--- src/rtl/memory_port_arbiter_if.sv ---
// Bundle of fetch, data and memory-side signals around the shared memory port.
// slave = arbiter view, master = CPU stages plus memory.
interface memory_port_arbiter_if #(
  parameter int ADDR_WIDTH = 16,
  parameter int DATA_WIDTH = 16
);
  logic                  i_req;
  logic [ADDR_WIDTH-1:0] i_addr;
  logic                  i_flush;
  logic                  i_ready;
  logic [DATA_WIDTH-1:0] i_data;
  logic                  d_req;
  logic                  d_write;
  logic [ADDR_WIDTH-1:0] d_addr;
  logic [DATA_WIDTH-1:0] d_wdata;
  logic                  d_ready;
  logic [DATA_WIDTH-1:0] d_rdata;
  logic                  i_wait;
  logic                  d_wait;
  logic                  mem_req;
  logic                  mem_write;
  logic [ADDR_WIDTH-1:0] mem_addr;
  logic [DATA_WIDTH-1:0] mem_wdata;
  logic                  mem_ack;
  logic [DATA_WIDTH-1:0] mem_rdata;

  modport slave (
    input  i_req, i_addr, i_flush, d_req, d_write, d_addr, d_wdata, mem_ack, mem_rdata,
    output i_ready, i_data, d_ready, d_rdata, i_wait, d_wait,
           mem_req, mem_write, mem_addr, mem_wdata
  );

  modport master (
    output i_req, i_addr, i_flush, d_req, d_write, d_addr, d_wdata, mem_ack, mem_rdata,
    input  i_ready, i_data, d_ready, d_rdata, i_wait, d_wait,
           mem_req, mem_write, mem_addr, mem_wdata
  );
endinterface

--- src/rtl/memory_port_arbiter.sv ---
// Serializes instruction-fetch and data-memory accesses onto one memory port,
// data-first with a bounded burst so a pending fetch is never starved.
module memory_port_arbiter #(
  parameter int ADDR_WIDTH  = 16,
  parameter int DATA_WIDTH  = 16,
  parameter int D_BURST_MAX = 4
) (
  input  logic clk,
  input  logic reset,
  memory_port_arbiter_if.slave bus
);
  typedef enum logic [1:0] {IDLE, I_BUSY, D_BUSY, RESP} state_t;

  localparam logic [2:0] BURST_MAX = 3'(D_BURST_MAX);

  state_t     state, state_nxt;
  logic       owner_d;    // 1 = data stage owns the port
  logic       drop;
  logic [2:0] burst_cnt;
  logic       i_rdy_q;
  logic       i_req_eff;
  logic       grant_d, grant_i;

  assign i_req_eff = bus.i_req & ~bus.i_flush;

  always_ff @(posedge clk) begin
    if (reset) state <= IDLE;
    else       state <= state_nxt;
  end

  always_comb begin
    state_nxt = state;
    grant_d   = 1'b0;
    grant_i   = 1'b0;
    unique case (state)
      IDLE: begin
        if (bus.d_req && !(i_req_eff && burst_cnt == BURST_MAX)) begin
          grant_d   = 1'b1;
          state_nxt = D_BUSY;
        end else if (i_req_eff) begin
          grant_i   = 1'b1;
          state_nxt = I_BUSY;
        end
      end
      I_BUSY, D_BUSY: if (bus.mem_ack) state_nxt = RESP;
      RESP:           state_nxt = IDLE;
      default:        state_nxt = IDLE;
    endcase
  end

  // A flush landing in the ready cycle itself still kills the fetch pulse.
  always_comb begin
    bus.i_ready = i_rdy_q & ~bus.i_flush;
    bus.i_wait  = bus.i_req & ~bus.i_ready;
    bus.d_wait  = bus.d_req & ~bus.d_ready;
  end

  always_ff @(posedge clk) begin
    if (reset) begin
      owner_d       <= 1'b0;
      drop          <= 1'b0;
      burst_cnt     <= '0;
      i_rdy_q       <= 1'b0;
      bus.d_ready   <= 1'b0;
      bus.i_data    <= '0;
      bus.d_rdata   <= '0;
      bus.mem_req   <= 1'b0;
      bus.mem_write <= 1'b0;
      bus.mem_addr  <= '0;
      bus.mem_wdata <= '0;
    end else begin
      i_rdy_q     <= 1'b0;
      bus.d_ready <= 1'b0;
      unique case (state)
        IDLE: begin
          if (grant_d || grant_i) begin
            owner_d       <= grant_d;
            bus.mem_req   <= 1'b1;
            bus.mem_write <= grant_d & bus.d_write;
            bus.mem_addr  <= grant_d ? bus.d_addr  : bus.i_addr;
            bus.mem_wdata <= grant_d ? bus.d_wdata : '0;
            if (grant_i || !i_req_eff)     burst_cnt <= '0;
            else if (burst_cnt != BURST_MAX) burst_cnt <= burst_cnt + 3'd1;
          end
        end
        I_BUSY, D_BUSY: begin
          // The access cannot be aborted; a flush only suppresses the pulse.
          if (state == I_BUSY && bus.i_flush) drop <= 1'b1;
          if (bus.mem_ack) begin
            bus.mem_req <= 1'b0;
            if (!owner_d) begin
              bus.i_data <= bus.mem_rdata;
              i_rdy_q    <= ~drop & ~bus.i_flush;
            end else begin
              bus.d_ready <= 1'b1;
              if (!bus.mem_write) bus.d_rdata <= bus.mem_rdata;
            end
          end
        end
        RESP:    drop <= 1'b0;
        default: ;
      endcase
    end
  end
endmodule

--- src/flat_wrapper.sv ---
// flat-port wrapper written by rule: the top's interface ports become plain ports
module memory_port_arbiter_flat 
#(
  parameter int ADDR_WIDTH  = 16,
  parameter int DATA_WIDTH  = 16,
  parameter int D_BURST_MAX = 4
)
  (clk, reset, bus_i_req, bus_i_addr, bus_i_flush, bus_d_req, bus_d_write, bus_d_addr, bus_d_wdata, bus_mem_ack, bus_mem_rdata, bus_i_ready, bus_i_data, bus_d_ready, bus_d_rdata, bus_i_wait, bus_d_wait, bus_mem_req, bus_mem_write, bus_mem_addr, bus_mem_wdata);
  memory_port_arbiter_if #(.ADDR_WIDTH(ADDR_WIDTH), .DATA_WIDTH(DATA_WIDTH)) bus_i ();
  input  logic clk;
  input  logic reset;
  input wire logic [$bits(bus_i.i_req)-1:0] bus_i_req;
  input wire logic [$bits(bus_i.i_addr)-1:0] bus_i_addr;
  input wire logic [$bits(bus_i.i_flush)-1:0] bus_i_flush;
  input wire logic [$bits(bus_i.d_req)-1:0] bus_d_req;
  input wire logic [$bits(bus_i.d_write)-1:0] bus_d_write;
  input wire logic [$bits(bus_i.d_addr)-1:0] bus_d_addr;
  input wire logic [$bits(bus_i.d_wdata)-1:0] bus_d_wdata;
  input wire logic [$bits(bus_i.mem_ack)-1:0] bus_mem_ack;
  input wire logic [$bits(bus_i.mem_rdata)-1:0] bus_mem_rdata;
  output wire logic [$bits(bus_i.i_ready)-1:0] bus_i_ready;
  output wire logic [$bits(bus_i.i_data)-1:0] bus_i_data;
  output wire logic [$bits(bus_i.d_ready)-1:0] bus_d_ready;
  output wire logic [$bits(bus_i.d_rdata)-1:0] bus_d_rdata;
  output wire logic [$bits(bus_i.i_wait)-1:0] bus_i_wait;
  output wire logic [$bits(bus_i.d_wait)-1:0] bus_d_wait;
  output wire logic [$bits(bus_i.mem_req)-1:0] bus_mem_req;
  output wire logic [$bits(bus_i.mem_write)-1:0] bus_mem_write;
  output wire logic [$bits(bus_i.mem_addr)-1:0] bus_mem_addr;
  output wire logic [$bits(bus_i.mem_wdata)-1:0] bus_mem_wdata;
  assign bus_i.i_req = bus_i_req;
  assign bus_i.i_addr = bus_i_addr;
  assign bus_i.i_flush = bus_i_flush;
  assign bus_i.d_req = bus_d_req;
  assign bus_i.d_write = bus_d_write;
  assign bus_i.d_addr = bus_d_addr;
  assign bus_i.d_wdata = bus_d_wdata;
  assign bus_i.mem_ack = bus_mem_ack;
  assign bus_i.mem_rdata = bus_mem_rdata;
  assign bus_i_ready = bus_i.i_ready;
  assign bus_i_data = bus_i.i_data;
  assign bus_d_ready = bus_i.d_ready;
  assign bus_d_rdata = bus_i.d_rdata;
  assign bus_i_wait = bus_i.i_wait;
  assign bus_d_wait = bus_i.d_wait;
  assign bus_mem_req = bus_i.mem_req;
  assign bus_mem_write = bus_i.mem_write;
  assign bus_mem_addr = bus_i.mem_addr;
  assign bus_mem_wdata = bus_i.mem_wdata;
  memory_port_arbiter #(.ADDR_WIDTH(ADDR_WIDTH), .DATA_WIDTH(DATA_WIDTH), .D_BURST_MAX(D_BURST_MAX)) u_core (.clk(clk), .reset(reset), .bus(bus_i));
endmodule
--- config.mk ---
export PLATFORM = sky130hd
export DESIGN_NAME = memory_port_arbiter_flat
export DESIGN_NICKNAME = d
export VERILOG_FILES = /design/src/rtl/memory_port_arbiter_if.sv /design/src/rtl/memory_port_arbiter.sv /design/src/flat_wrapper.sv
export SDC_FILE = /design/constraint.sdc
export NUM_CORES = 1
export LEC_CHECK = 0
export CELL_PAD_IN_SITES_DETAIL_PLACEMENT = 2
export CELL_PAD_IN_SITES_GLOBAL_PLACEMENT = 2
export CORE_ASPECT_RATIO = 0.9
export CORE_MARGIN = 2
export CORE_UTILIZATION = 20
export CTS_CLUSTER_SIZE = 16
export DETAILED_ROUTE_END_ITERATION = 10
export PLACE_DENSITY = 0.82
export SLEW_MARGIN = 15
export SYNTH_ARGS = -nofsm -noshare
export SYNTH_HDL_FRONTEND = slang
export SYNTH_SLANG_ARGS = --single-unit
--- constraint.sdc ---
create_clock -name clk -period 1.75 [get_ports clk]
set_clock_uncertainty 0.15 [all_clocks]
set_input_delay 0.175 -clock clk [delete_from_list [all_inputs] [get_ports clk]]
set_output_delay 0.175 -clock clk [all_outputs]
set_load 0.1 [all_outputs]
# == Word-level counts from Yosys, hierarchy flattened ==
# Index checks and enable logic that the tools add are counted.
# word_totals
inputBits,71
output_inout_bits,70
reg_bits,75
# classes
n_eq_ne,9
bitwise,14
muxes,19
reduce_logical,21
add_sub_neg,1
# ops
operator,count
2-to-1 mux 16 bit,2
2-to-1 mux 1 bit,9
AND reduction 3 bit,3
inverter 1 bit,8
bitwise AND 1 bit,6
2-to-1 mux 2 bit,3
2-to-1 mux 3 bit,2
one-hot mux 2 bit (3 select lines),1
AND reduction 2 bit,3
nonzero test 2 bit,3
== test 2 bit (second input constant),2
inequality test 2 x 1 -> 1 bit (second input constant),2
one-hot mux 1 bit (2 select lines),2
AND reduction 4 bit,1
OR reduction 4 bit,1
adder 3 x 1 -> 3 bit (second input constant),1
== test 3 bit (second input constant),1
logical AND 1 bit,3
inequality test 3 x 1 -> 1 bit (second input constant),1
inequality test 3 bit (second input constant),1
OR reduction 3 bit,1
== test 2 x 1 -> 1 bit (second input constant),1
logical NOT 1 bit,2
logical NOT 2 bit,1
other kinds (3),4

# == Longest topological paths before layout ==
# logic_depth
depth_word,10
depth_mapped,8

# == Worst setup path before layout ==
# OpenSTA, ideal clock, no wires.
# synth_path
path_type,reg2out
from,reg u_core.i_rdy_q
to,out bus_i_wait
path_stages_with_launch,3
required_ns,1.425
path_slack_ns,-1.214
arrival_time_ns,2.639
cell_sequence,dfxtp_1 nor2b_1 nor2b_1
# synth_via
elab_chain_len,3
# synth_lines
element,line,source
start: declaration,memory_port_arbiter.sv:20,logic i_rdy_q;
start signal: assignment,memory_port_arbiter.sv:93,i_rdy_q <= ~drop & ~bus.i_flush;
bitwise AND 1 bit,memory_port_arbiter.sv:53,bus.i_ready = i_rdy_q & ~bus.i_flush;
net bus_i_ready,flat_wrapper.sv:21,output wire logic [$bits(bus_i.i_ready)-1:0] bus_i_ready;
inverter 1 bit,memory_port_arbiter.sv:54,bus.i_wait = bus.i_req & ~bus.i_ready;
bitwise AND 1 bit,memory_port_arbiter.sv:54,
end: declaration,flat_wrapper.sv:25,output wire logic [$bits(bus_i.i_wait)-1:0] bus_i_wait;
# The timed path passes the listed nets, and every way through them passes these cells.

# == Final worst setup path ==
# layout_path
from,reg u_core.state[1]
to,reg u_core.bus.mem_wdata[14] in the netlist's numbering
# layout_via
elab_chain_len,4
# layout_lines
element,line,source
start: declaration,memory_port_arbiter.sv:16,"state_t state, state_nxt;"
start signal: assignment,memory_port_arbiter.sv:28,else state <= state_nxt;
logical NOT 2 bit *,"memory_port_arbiter.sv:35, memory_port_arbiter.sv:74",
2-to-1 mux 1 bit,memory_port_arbiter.sv:35,unique case (state)
logical OR 1 bit,memory_port_arbiter.sv:76,if (grant_d || grant_i) begin
AND reduction 2 bit (no source line),--,
end signal: assignment,memory_port_arbiter.sv:81,bus.mem_wdata <= grant_d ? bus.d_wdata : '0;
end: declaration,memory_port_arbiter_if.sv:30,"mem_req, mem_write, mem_addr, mem_wdata"
# Every way passes the cells marked *; elsewhere a longest branch is shown, timed or not.
# A chain may end at the register's enable or synchronous reset.

==> metrics <==
outcome completed; Initial DRC Count 100; PortBufs 140; GP Congestion 0.777; worst r2r src u_core.state[1]; pins over their slew limit 0; FFs w/ async S/R, synth 0%; MaxCap Viol Count 0; hold path depth 1; Crit Path Max Fanout 12; Die H 119 um; Synth Cell Area 2930 um^2; Data required, critical path 1.87 ns; CTS Sinks 75; Root Driver clkbuf_16; post-synth top area cell dfxtp_1; slew margin rel. 73.2%; sequential area share after synthesis 51.3%; Power per Cell Area 1590 nW/um^2; setup TNS 0 ns; hpwl dp 9790 um; Slew @ Worst Pin 0.402 ns; Max rail drop VDD 0.636 mV; drt pass-1 iters 4; DR WL/cell 19.1 um; CP max stage delay 0.32 ns; Most used DFF post-synth dfxtp_1; I/O pin count 141; crit-path leading delay family buffers and inverters; CTS Buf Count 9; Max Clock Freq 599 MHz; Setup crit start kind flop; WHS Endpoint u_core.i_rdy_q; clk buf depth 2; syn_area_per_cell 8.68 um^2; share of layout cells above drive strength 1 28.9%; most numerous cell in the Yosys netlist dfxtp_1; NumNets Final 577; final setup violating endpoints 0; flop2flop setup slack 0.08 ns; Bufs and invs on worst path 3; Post-synth top cells dfxtp_1, nand2_1, a21oi_1, nor2_1; r2r worst-path depth 8; global-route wire length before repair 20,500 um; CTS tree done; CP Launch Point u_core.state[1]; num rows 41; critical path arrival 1.78 ns; vias in the first global route 3,658; largest net degree at the start of global routing 34; GRT Overall Usage 17.1%; CP Cell Sequence inv_2 -> ha_4 -> nand2_2 -> a31oi_4 -> buf_12 -> clkbuf_16 -> a22oi_1 -> nor2_1; vias per inst 4.51; syn nets 413; Post-Layout Inst Area 5920 um^2; Post-DRT Antenna Nets 0; Skew-Pair Late Insertion Delay 0.34 ns; FF+latch count, synth 75; Die Width 131 um; die area 15,600 um^2; Layout Area Growth over Synthesis 102%; Crit Reg-Reg Endpoint u_core.bus.mem_wdata[14]; clock-pin slew on the worst setup and hold paths 0.06 ns; Final Cycle Share 95.4%; Via Count 3,154; H-tree depth 3; critical path's slowest cell dfxtp_2; Synth top area share 51.3%; number of warnings issued by yosys 0; Fill cells 1,491; leakage power 2.21 nW; HP Class flop to flop; Post-synth EDFFs 0; ANT cells 0; Hold Fails Final Rpt 0; initial antenna violation count 0; # DRC 0; min-delay src u_core.drop; WL final 13,400 um; RSZ-0062 raised after global routing true; fin crit period 1.67 ns; Core Region 14,200 um^2; largest cells by area after synthesis dfxtp_1, nand2_1, a21oi_1, o2bb2ai_1, a22oi_1; distinct cell type count after synthesis 35; Placed Area 5440 um^2; global route overflow 0; Initial Util 20.7%; Post-Syn Instances 337; WS Path Type flop to flop; Worst Setup End Kind flop
[layer usage]
metal	vias up	wire (um)	GRT usage (%)
li1	1481	-	-
met1	1575	5120	18.1
met2	79	7470	32.4
met3	19	563	5.02
met4	0	199	5.43
met5	-	0	0
[registers in the layout, indices dropped and copies added, names as in the netlist]
signal	cells
u_core.drop	1
u_core.bus.mem_addr	16
u_core.bus.mem_write	1
u_core.bus.mem_wdata	16
u_core.bus.d_rdata	16
u_core.bus.i_data	16
u_core.burst_cnt	3
u_core.bus.mem_req	1
u_core.owner_d	1
u_core.bus.d_ready	1
u_core.state	2
u_core.i_rdy_q	1
[layout by cell type, fill, tap and decap left out, types with 3 or more instances in the layout]
master / instances
buf_12: 77
dfxtp_1: 72
nand2_1: 71
clkdlybuf4s50_1: 68
a21oi_1: 35
nor2_1: 35
buf_4: 23
o21ai_0: 18
a22oi_1: 18
o2bb2ai_1: 16
clkbuf_16: 11
inv_1: 7
nand4_1: 4
a21oi_2: 3
ha_1: 3
clkbuf_8: 3
dfxtp_2: 3
[power breakdown]
group          switching [mW]  internal, mW
Sequential              0.364          2.03
Combinational            3.15          1.88
Clock                   0.744          1.22
Total                    4.26          5.13
[per-stage QoR]
| stage | total power, mW | instances | setup slack (ns) | utilization (%) | hold WS (ns) |
|---|---|---|---|---|---|
| 2_1_floorplan | 5.18 | 337 | -0.191 | - | 0.0985 |
| 3_3_place_gp | 7.14 | 674 | -0.0580 | 38.4 | 0.262 |
| 3_5_place_dp | 7.28 | 674 | -0.198 | 38.4 | 0.263 |
| 4_1_cts | 9.36 | 695 | 0.0230 | 41.2 | 0.253 |
| 5_1_grt | 9.77 | 699 | -0.00306 | 41.8 | 0.276 |
| 6_report | 9.39 | 699 | 0.0809 | 41.8 | 0.271 |
[worst register-to-register path, stage by stage, from the launching register on]
cell,delay [ns]
dfxtp_2,0.32
inv_2,0.09
ha_4,0.20
nand2_2,0.10
a31oi_4,0.19
buf_12,0.15
clkbuf_16,0.17
a22oi_1,0.08
nor2_1,0.14
[cell type report]
type	count	area (um^2)	area share, %
inverter	9	33.8	0.571
multi-input combinational	231	1320	22.3
tap	193	241	4.08
sequential	75	1510	25.4
clock buffer	12	267	4.50
timing repair buffer	175	2510	42.4
clock inverter	4	47.5	0.803
[cells by family after synthesis]
group           share of synthesized area [%]
compound gates                           22.7
flops                                    51.3
buf+inv                                  5.43
simple gates                             18.4
fa+ha+maj                                2.14
[timing repair]
action	CTS	global route
gates cloned	1	2
setup endpoints to repair	20	21
pin swaps	3	1
buffers inserted	3	2
gates resized for setup	7	7
hold buffers	1	0
hold endpoints to repair	1	0
[worst max path at each step]
stage | to | depth (start not counted) | slack [ns]
detailed placement | u_core.bus.mem_addr[6] | 6 | -0.20
CTS | u_core.bus.d_rdata[9] | 8 | 0.02
global placement | u_core.bus.mem_addr[9] | 7 | -0.06
global route | u_core.bus.d_rdata[13] | 8 | -0.003
floorplan | bus_i_wait | 2 | -0.19
finish | u_core.bus.mem_wdata[14] | 8 | 0.08
Note: power is estimated with default switching activity, not from simulation.
